### src/rtl/dm_cache_ctrl.sv
// Direct-mapped, write-through, no-write-allocate cache controller with 1-word lines.
// Read hits complete in one cycle; misses and all writes use the main_memory handshake.
module dm_cache_ctrl #(
  parameter int unsigned AWIDTH  = 9,
  parameter int unsigned DWIDTH  = 8,
  parameter int unsigned INDEX_W = 4,
  parameter int unsigned CNT_W   = 16
) (
  input  logic              clk,
  input  logic              reset_n,
  input  logic              cpu_req,
  input  logic              cpu_we,
  input  logic [AWIDTH-1:0] cpu_addr,
  input  logic [DWIDTH-1:0] cpu_wdata,
  output logic [DWIDTH-1:0] cpu_rdata,
  output logic              cpu_done,
  output logic              cpu_busy,
  output logic              rd_mem,
  output logic              wr_mem,
  output logic [AWIDTH-1:0] addr_mem,
  output logic [DWIDTH-1:0] data_in,
  input  logic [DWIDTH-1:0] data_out,
  input  logic              ready_mem,
  output logic [CNT_W-1:0]  hit_count,
  output logic [CNT_W-1:0]  miss_count
);

  localparam int unsigned LINES = 2 ** INDEX_W;
  localparam int unsigned TAG_W = AWIDTH - INDEX_W;

  typedef enum logic [2:0] {IDLE, MEM_RD, MEM_WAIT_RD, MEM_WR, MEM_WAIT_WR} state_t;

  state_t              state_q;
  logic [LINES-1:0]    valid_q;
  logic [TAG_W-1:0]    tag_q  [LINES];
  logic [DWIDTH-1:0]   data_q [LINES];
  logic [DWIDTH-1:0]   rdata_q;
  logic                done_q, rd_mem_q, wr_mem_q;
  logic [AWIDTH-1:0]   addr_q;
  logic [DWIDTH-1:0]   wdata_q;
  logic [CNT_W-1:0]    hit_q, miss_q;

  logic [INDEX_W-1:0]  cpu_idx, mem_idx, line_idx_d;
  logic [TAG_W-1:0]    cpu_tag;
  logic                hit, accept, line_we_d, tag_we_d;
  logic [DWIDTH-1:0]   line_data_d;

  assign cpu_idx  = cpu_addr[INDEX_W-1:0];
  assign cpu_tag  = cpu_addr[AWIDTH-1:INDEX_W];
  assign mem_idx  = addr_q[INDEX_W-1:0];
  assign hit      = valid_q[cpu_idx] && (tag_q[cpu_idx] == cpu_tag);
  assign cpu_busy = (state_q != IDLE) || !ready_mem;
  assign accept   = (state_q == IDLE) && cpu_req && !cpu_busy;

  assign cpu_rdata  = rdata_q;
  assign cpu_done   = done_q;
  assign rd_mem     = rd_mem_q;
  assign wr_mem     = wr_mem_q;
  assign addr_mem   = addr_q;
  assign data_in    = wdata_q;
  assign hit_count  = hit_q;
  assign miss_count = miss_q;

  // Tag/data arrays carry no reset; only the valid bits are cleared.
  always_comb begin
    line_we_d   = 1'b0;
    tag_we_d    = 1'b0;
    line_idx_d  = cpu_idx;
    line_data_d = cpu_wdata;
    if (reset_n) begin
      if (accept && cpu_we && hit) begin
        line_we_d = 1'b1;
      end else if (state_q == MEM_WAIT_RD && ready_mem) begin
        line_we_d   = 1'b1;
        tag_we_d    = 1'b1;
        line_idx_d  = mem_idx;
        line_data_d = data_out;
      end
    end
  end

  always_ff @(posedge clk) begin
    if (line_we_d) data_q[line_idx_d] <= line_data_d;
    if (tag_we_d)  tag_q[line_idx_d]  <= addr_q[AWIDTH-1:INDEX_W];
  end

  // Memory strobes are raised on entry to MEM_RD/MEM_WR so they are high during
  // that state's cycle; the wait state then sees main_memory's ready response.
  always_ff @(posedge clk) begin
    if (!reset_n) begin
      state_q  <= IDLE;
      valid_q  <= '0;
      rdata_q  <= '0;
      done_q   <= 1'b0;
      rd_mem_q <= 1'b0;
      wr_mem_q <= 1'b0;
      addr_q   <= '0;
      wdata_q  <= '0;
      hit_q    <= '0;
      miss_q   <= '0;
    end else begin
      done_q   <= 1'b0;
      rd_mem_q <= 1'b0;
      wr_mem_q <= 1'b0;
      unique case (state_q)
        IDLE: begin
          if (accept) begin
            addr_q <= cpu_addr;
            if (cpu_we) begin
              wdata_q  <= cpu_wdata;
              wr_mem_q <= 1'b1;
              state_q  <= MEM_WR;
            end else if (hit) begin
              rdata_q <= data_q[cpu_idx];
              done_q  <= 1'b1;
              if (hit_q != '1) hit_q <= hit_q + 1'b1;
            end else begin
              rd_mem_q <= 1'b1;
              state_q  <= MEM_RD;
              if (miss_q != '1) miss_q <= miss_q + 1'b1;
            end
          end
        end
        MEM_RD: state_q <= MEM_WAIT_RD;
        MEM_WAIT_RD: begin
          if (ready_mem) begin
            rdata_q          <= data_out;
            valid_q[mem_idx] <= 1'b1;
            done_q           <= 1'b1;
            state_q          <= IDLE;
          end
        end
        MEM_WR: state_q <= MEM_WAIT_WR;
        MEM_WAIT_WR: begin
          if (ready_mem) begin
            done_q  <= 1'b1;
            state_q <= IDLE;
          end
        end
        default: state_q <= IDLE;
      endcase
    end
  end

endmodule
### config.mk
export PLATFORM = sky130hd
export DESIGN_NAME = dm_cache_ctrl
export DESIGN_NICKNAME = d
export VERILOG_FILES = /design/src/rtl/dm_cache_ctrl.sv
export SDC_FILE = /design/constraint.sdc
export NUM_CORES = 1
export LEC_CHECK = 0
export BUFFER_PORTS_ARGS = -buffer_cell sky130_fd_sc_hd__clkbuf_2
export CAP_MARGIN = 10
export CORE_MARGIN = 2
export CORE_UTILIZATION = 57
export CTS_CLUSTER_SIZE = 30
export DETAILED_ROUTE_END_ITERATION = 8
export PLACE_DENSITY_LB_ADDON = 0.3
export SKIP_CTS_REPAIR_TIMING = 1
export SYNTH_ARGS = -nofsm -noshare
export SYNTH_HDL_FRONTEND = slang
export SYNTH_SLANG_ARGS = --single-unit
### constraint.sdc
create_clock -name clk -period 5.5 [get_ports clk]
set_clock_uncertainty 0.05 [all_clocks]
set_input_delay 1.1 -clock clk [delete_from_list [all_inputs] [get_ports clk]]
set_output_delay 1.1 -clock clk [all_outputs]
set_load 0.005 [all_outputs]
=== Yosys cells after proc, flatten, opt, wreduce, memory -nomap -nowiden ===
Memory sizes are Yosys's and may differ from the RTL's.
Index checks and enable logic that the tools add are counted.
W data, S select, Z words.

* Flip-flop bits (word level): 79
* Bits in latches: 0
* RAM bits: 208
* Memory bits (read-only): 0
* Input bits: 30
* Output and inout port bits: 61
* Memories: 2

* Add/sub/neg operators: 2
* $mul: 0
* Divide/modulo/power cells: 0
* $lt $le $gt $ge: 3
* Equal/unequal tests: 13
* Shift operators: 0
* Multiplexer cells: 36
* Bitwise logic cells: 6
* Reductions and logical operators: 23

{| class="wikitable"
|+ Memories
! memory !! words !! width !! rd ports !! clocked after Yosys merged registers in !! wr ports !! line !! RTL
|-
| data_q || 16 || 8 || 1 || 0 || 1 || 36 || <nowiki>logic [DWIDTH-1:0] data_q [LINES];</nowiki>
|-
| tag_q || 16 || 5 || 1 || 0 || 1 || 35 || <nowiki>logic [TAG_W-1:0] tag_q [LINES];</nowiki>
|}

{| class="wikitable"
|+ Operator list
! cell !! number
|-
| $mux W8 || 7
|-
| $add A16 B1 Y16 const B || 2
|-
| $ne A16 B16 Y1 const B || 2
|-
| $mux W1 || 17
|-
| $or A16 B16 Y16 || 1
|-
| $pmux W8 S2 || 1
|-
| $reduce_and A5 Y1 || 3
|-
| $mux W3 || 4
|-
| $mux W4 || 3
|-
| $pmux W3 S4 || 1
|-
| $lt A4 B5 Y1 const B || 2
|-
| $reduce_and A3 Y1 || 3
|-
| $ne A2 B2 Y1 const B || 4
|-
| $logic_and A1 B1 Y1 || 7
|-
| $eq A3 B2 Y1 const B || 2
|-
| $eq A5 B5 Y1 || 1
|-
| $not A1 Y1 || 5
|-
| $bmux W1 S4 || 1
|-
| $demux W1 S4 || 1
|-
| $ge A4 B1 Y1 const B || 1
|-
| $reduce_and A2 Y1 || 2
|-
| $reduce_or A4 Y1 || 1
|-
| $eq A3 B1 Y1 const B || 1
|-
| $eq A3 B3 Y1 const B || 1
|-
| 9 further kinds || 10
|}

=== Logic depth before layout (Yosys ltp) ===
* Depth in word-level cells: 10
* Mapped depth: 12

=== Least setup slack after synthesis ===
No wires, ideal clock.

* Kind: input -> register
* From: in cpu_addr[3]
* To: mem data_q[13][0] (enable)
* Setup time: 388 ps
* Arrival time: 3701 ps
* Data required time: 5062 ps
* Slack: 1361 ps
* Stages on the path: 11
* Path buffers: 3
* Cell sequence: buf_2 > buf_6 > mux2i_1 > a22oi_1 > and4b_1 > nor4b_4 > o2111ai_4 > nor2_4 > buf_4 > nand3_1 > o32ai_1

* Cells in the longest elaborated chain, start to end: 8
* Elaborated cells between the ends (all ways): 13
* Those cells by class: 1 x eq/ne; 9 x mux; 2 x reduce/logical; 1 x memory

{| class="wikitable"
|+ Ends and longest elaborated chain
! element !! line !! RTL
|-
| start, declared || 13 || <nowiki>input logic [AWIDTH-1:0] cpu_addr,</nowiki>
|-
| $mem_v2 Z16 W5 or $bmux W1 S4 (tied branches) || n/a ||
|-
| $eq A5 B5 Y1 or $mux W1 (tied branches) || 51 || <nowiki>assign hit = valid_q[cpu_idx] && (tag_q[cpu_idx] == cpu_tag);</nowiki>
|-
| $logic_and A1 B1 Y1 || 51 ||
|-
| $logic_and A1 B1 Y1 || 71 || <nowiki>if (accept && cpu_we && hit) begin</nowiki>
|-
| $mux W1 || 71 ||
|-
| $mux W1 || 70 || <nowiki>if (reset_n) begin</nowiki>
|-
| $mux W1 || 83 || <nowiki>if (line_we_d) data_q[line_idx_d] <= line_data_d;</nowiki>
|-
| $mux W1 (implied by the code) || 83 ||
|-
| end, declared || 36 ||
|}

Parallel ways exist; a longest one is shown, timed or not. The select of a mux whose other input is x is not followed.

=== Final worst setup path ===
* From: in cpu_addr[1]
* To: mem data_q[1][2] (enable)

Same word-level chain as after synthesis.

==> out/qor.yml <==
sta:
  tns_ps: 0
  tightest_slew_ps: 1150
  maxSlewHeadroom_pct: 22.6
  slew_viol_final: 0
  final_hold_viol_count: 0
  final.period_utilization_pct: 78.0
  fin_crit_ps: 4290
  setup_viol: 0
  rsz0062_at_grt: "no"
  max_freq_mhz: 233
setup_path:
  arrival_ps: 4440
  worstPathCellList: "clkbuf_2 -> mux4_1 -> mux2_2 -> and3_1 -> o21ai_4 -> nor2_4 -> a32oi_1 -> nor2_1"
  crit_type: "input pin to flop"
  slowest_delay_ps: 850
  critical-path-slowest-cell: "a32oi_1"
  critPathMaxFanout: 23
  critical_path_required_ps: 5650
  critPathTopFamily: "compound AO/OA/AOI/OAI gates"
  startpoint_type: "input pin"
  cp_num_buf_inv: 1
  crit_path_end_kind: "flop"
grt:
  grt_pass1_wl_um: 44200
  grt_use_met1_pct: 38.4
  antenna_found_initial: 1
  overflow: 0
  grt_util_met3_pct: 5.64
  grt_use_total_pct: 26.1
  first_global_vias: 7371
  use_met2_pct: 39.5
  grt_max_degree: 46
  grt-busiest-layer: "met2"
placed_design:
  port_buffers: 90
  gp_congestion: 0.859
  hpwl_um: 19200
outcome:
  run_status: "finished, final reports clean"
yosys:
  ys_async_sr_fraction_pct: 0
  synth_top_area_share_pct: 50.9
  synth-seq-cells: 287
  synth.area.top_cells: "edfxtp_1 51%, dfxtp_1 13%, mux4_2 9.4%"
  yosys.cell_count.top_type: "edfxtp_1"
  synth_fp_nets: 881
  avgSynthCellArea_um2: 14.5
  ys.flop_type: "edfxtp_1"
  synth-edff-count: 208
  syn_area_mm2: 0.0123
  yosysUniqueCellTypes: 73
  ys_top_cells_by_count: "208 x edfxtp_1, 79 x dfxtp_1, 73 x nor2_1"
  netlist_instances: 849
  ys_seq_area_share_pct: 63.8
  yosys.area.top_type: "edfxtp_1"
  ys_warn_count: 0
route:
  drt_wl_total_um: 29500
  vias: 7904
  viasPerCell: 6.41
  firstDrtPassIters: 5
  antenna_left: 0
  wire_per_inst_um: 23.9
  drc_errors: 0
  initialDrtViolationCount: 952
power_and_ir_drop:
  power.leakage_nw: 4.89
  pwr_density_cell_mw_per_mm2: 326
  ir_drop_mv: 0.259
  finalPower_mw: 4.52
die:
  chipWidth_um: 151
  num_rows: 53
  die_area_mm2: 0.0227
  pin_count: 91
  core-area_mm2: 0.0211
  die_h_um: 151
  start_util_pct: 58.2
cells_and_area:
  areaGrowthSynthToFinish_pct: 13.0
  drive_gt1_share_pct: 25.4
  nNetsFinal: 967
  n_fill_cell: 1503
clocking:
  clk_path_buf_depth: 3
  cts_buffers: 29
  htreeDepth: 1
  tritoncts: "done"
  cts-root-buf: "clkbuf_16"
  clk_pin_slew_ps: 60
  clkSinkCount: 287
  clock_latency_ps: 540
hold_path:
  hold_path.class: "flop to flop"
run:
  drv_cap: 0
[stage by stage]
stage	worst slack [ps]	utilization (%)	std cells	area (µm²)	hold WS, ps
after floorplan	1360	-	849	12300	379
after global placement	897	61.5	1179	13000	391
final	1210	65.8	1233	13900	410
after CTS	1260	65.8	1232	13900	408
after detailed placement	743	61.5	1179	13000	399
after global routing	1090	65.8	1232	13900	428
[registers in the layout, indices dropped and copies added, names as in the netlist, 3 cells and up]
signal      cells
valid_q        16
miss_count     16
cpu_rdata       8
addr_mem        9
data_q        128
state_q         3
data_in         8
hit_count      16
tag_q          80
[tightest hold or removal path, stage by stage, from the launching register on]
cell and delay, ps:
dfxtp_1 310, nand2_1 50, a21oi_1 50
[cell type report]
cell class	count	area (µm²)	share of cell area, %
diodes	1	2.50	0.0180
clock buffers	36	772	5.56
clock inverters	17	139	1.00
inverters	16	60.1	0.433
multi-input cells	491	4130	29.7
flip-flops and latches	287	7830	56.4
well taps	275	344	2.48
repair buffers	110	603	4.35
[worst paths after layout]
kind | from | to | slack, ps | cells past startpoint
worst max-delay path | cpu_addr[1] | data_q[1][2] | 1210 | 8
worst min-delay path | data_in[1] | data_in[1] | 410 | 2
worst max register to register | state_q[1] | tag_q[0][2] | 1830 | 7
worst min register to register | data_in[1] | data_in[1] | 410 | 2
[routing by layer]
layer	routed length [µm]	vias up
met5	0	-
met4	944	0
met3	3020	64
met2	13300	469
met1	12200	3909
li1	-	3462
[placed cells by master (no fill, tap or decap), drive strengths merged, types with 5 or more instances in the layout]
master | netlist | layout
a21oi | 33 | 33
a22oi | 8 | 8
a31oi | 7 | 7
and3 | 9 | 9
buf | 25 | 21
clkbuf | 30 | 125
clkinv | 0 | 13
dfxtp | 79 | 79
edfxtp | 208 | 208
inv | 16 | 16
mux2 | 9 | 9
mux2i | 47 | 47
mux4 | 56 | 56
nand2 | 66 | 66
nand2b | 16 | 16
nand3 | 27 | 27
nand4 | 9 | 9
nor2 | 75 | 75
nor3 | 18 | 18
nor4 | 13 | 13
nor4b | 7 | 7
o21a | 5 | 5
o21ai | 17 | 17
o311a | 9 | 9
xnor2 | 8 | 8
[report_power, final]
| group | leakage [nW] | internal [mW] | switching, mW |
|---|---|---|---|
| clock network | 0.448 | 1.09 | 0.814 |
| registers | 2.59 | 2.33 | 0.0230 |
| logic | 1.84 | 0.103 | 0.165 |
[cell families after synthesis]
kind of cell               count (synthesis)  synth area share (%)
adders and majority gates                  2                 0.204
and+or+nand+nor                          266                  11.5
xor gates and xnor gates                  10                 0.775
muxes                                    112                  15.1
DFF                                      287                  63.8
buffers and inverters                     71                  2.71
AOI/OAI and AO/OA                        101                  6.00
No activity file was read; power rests on OpenSTA's default activity.
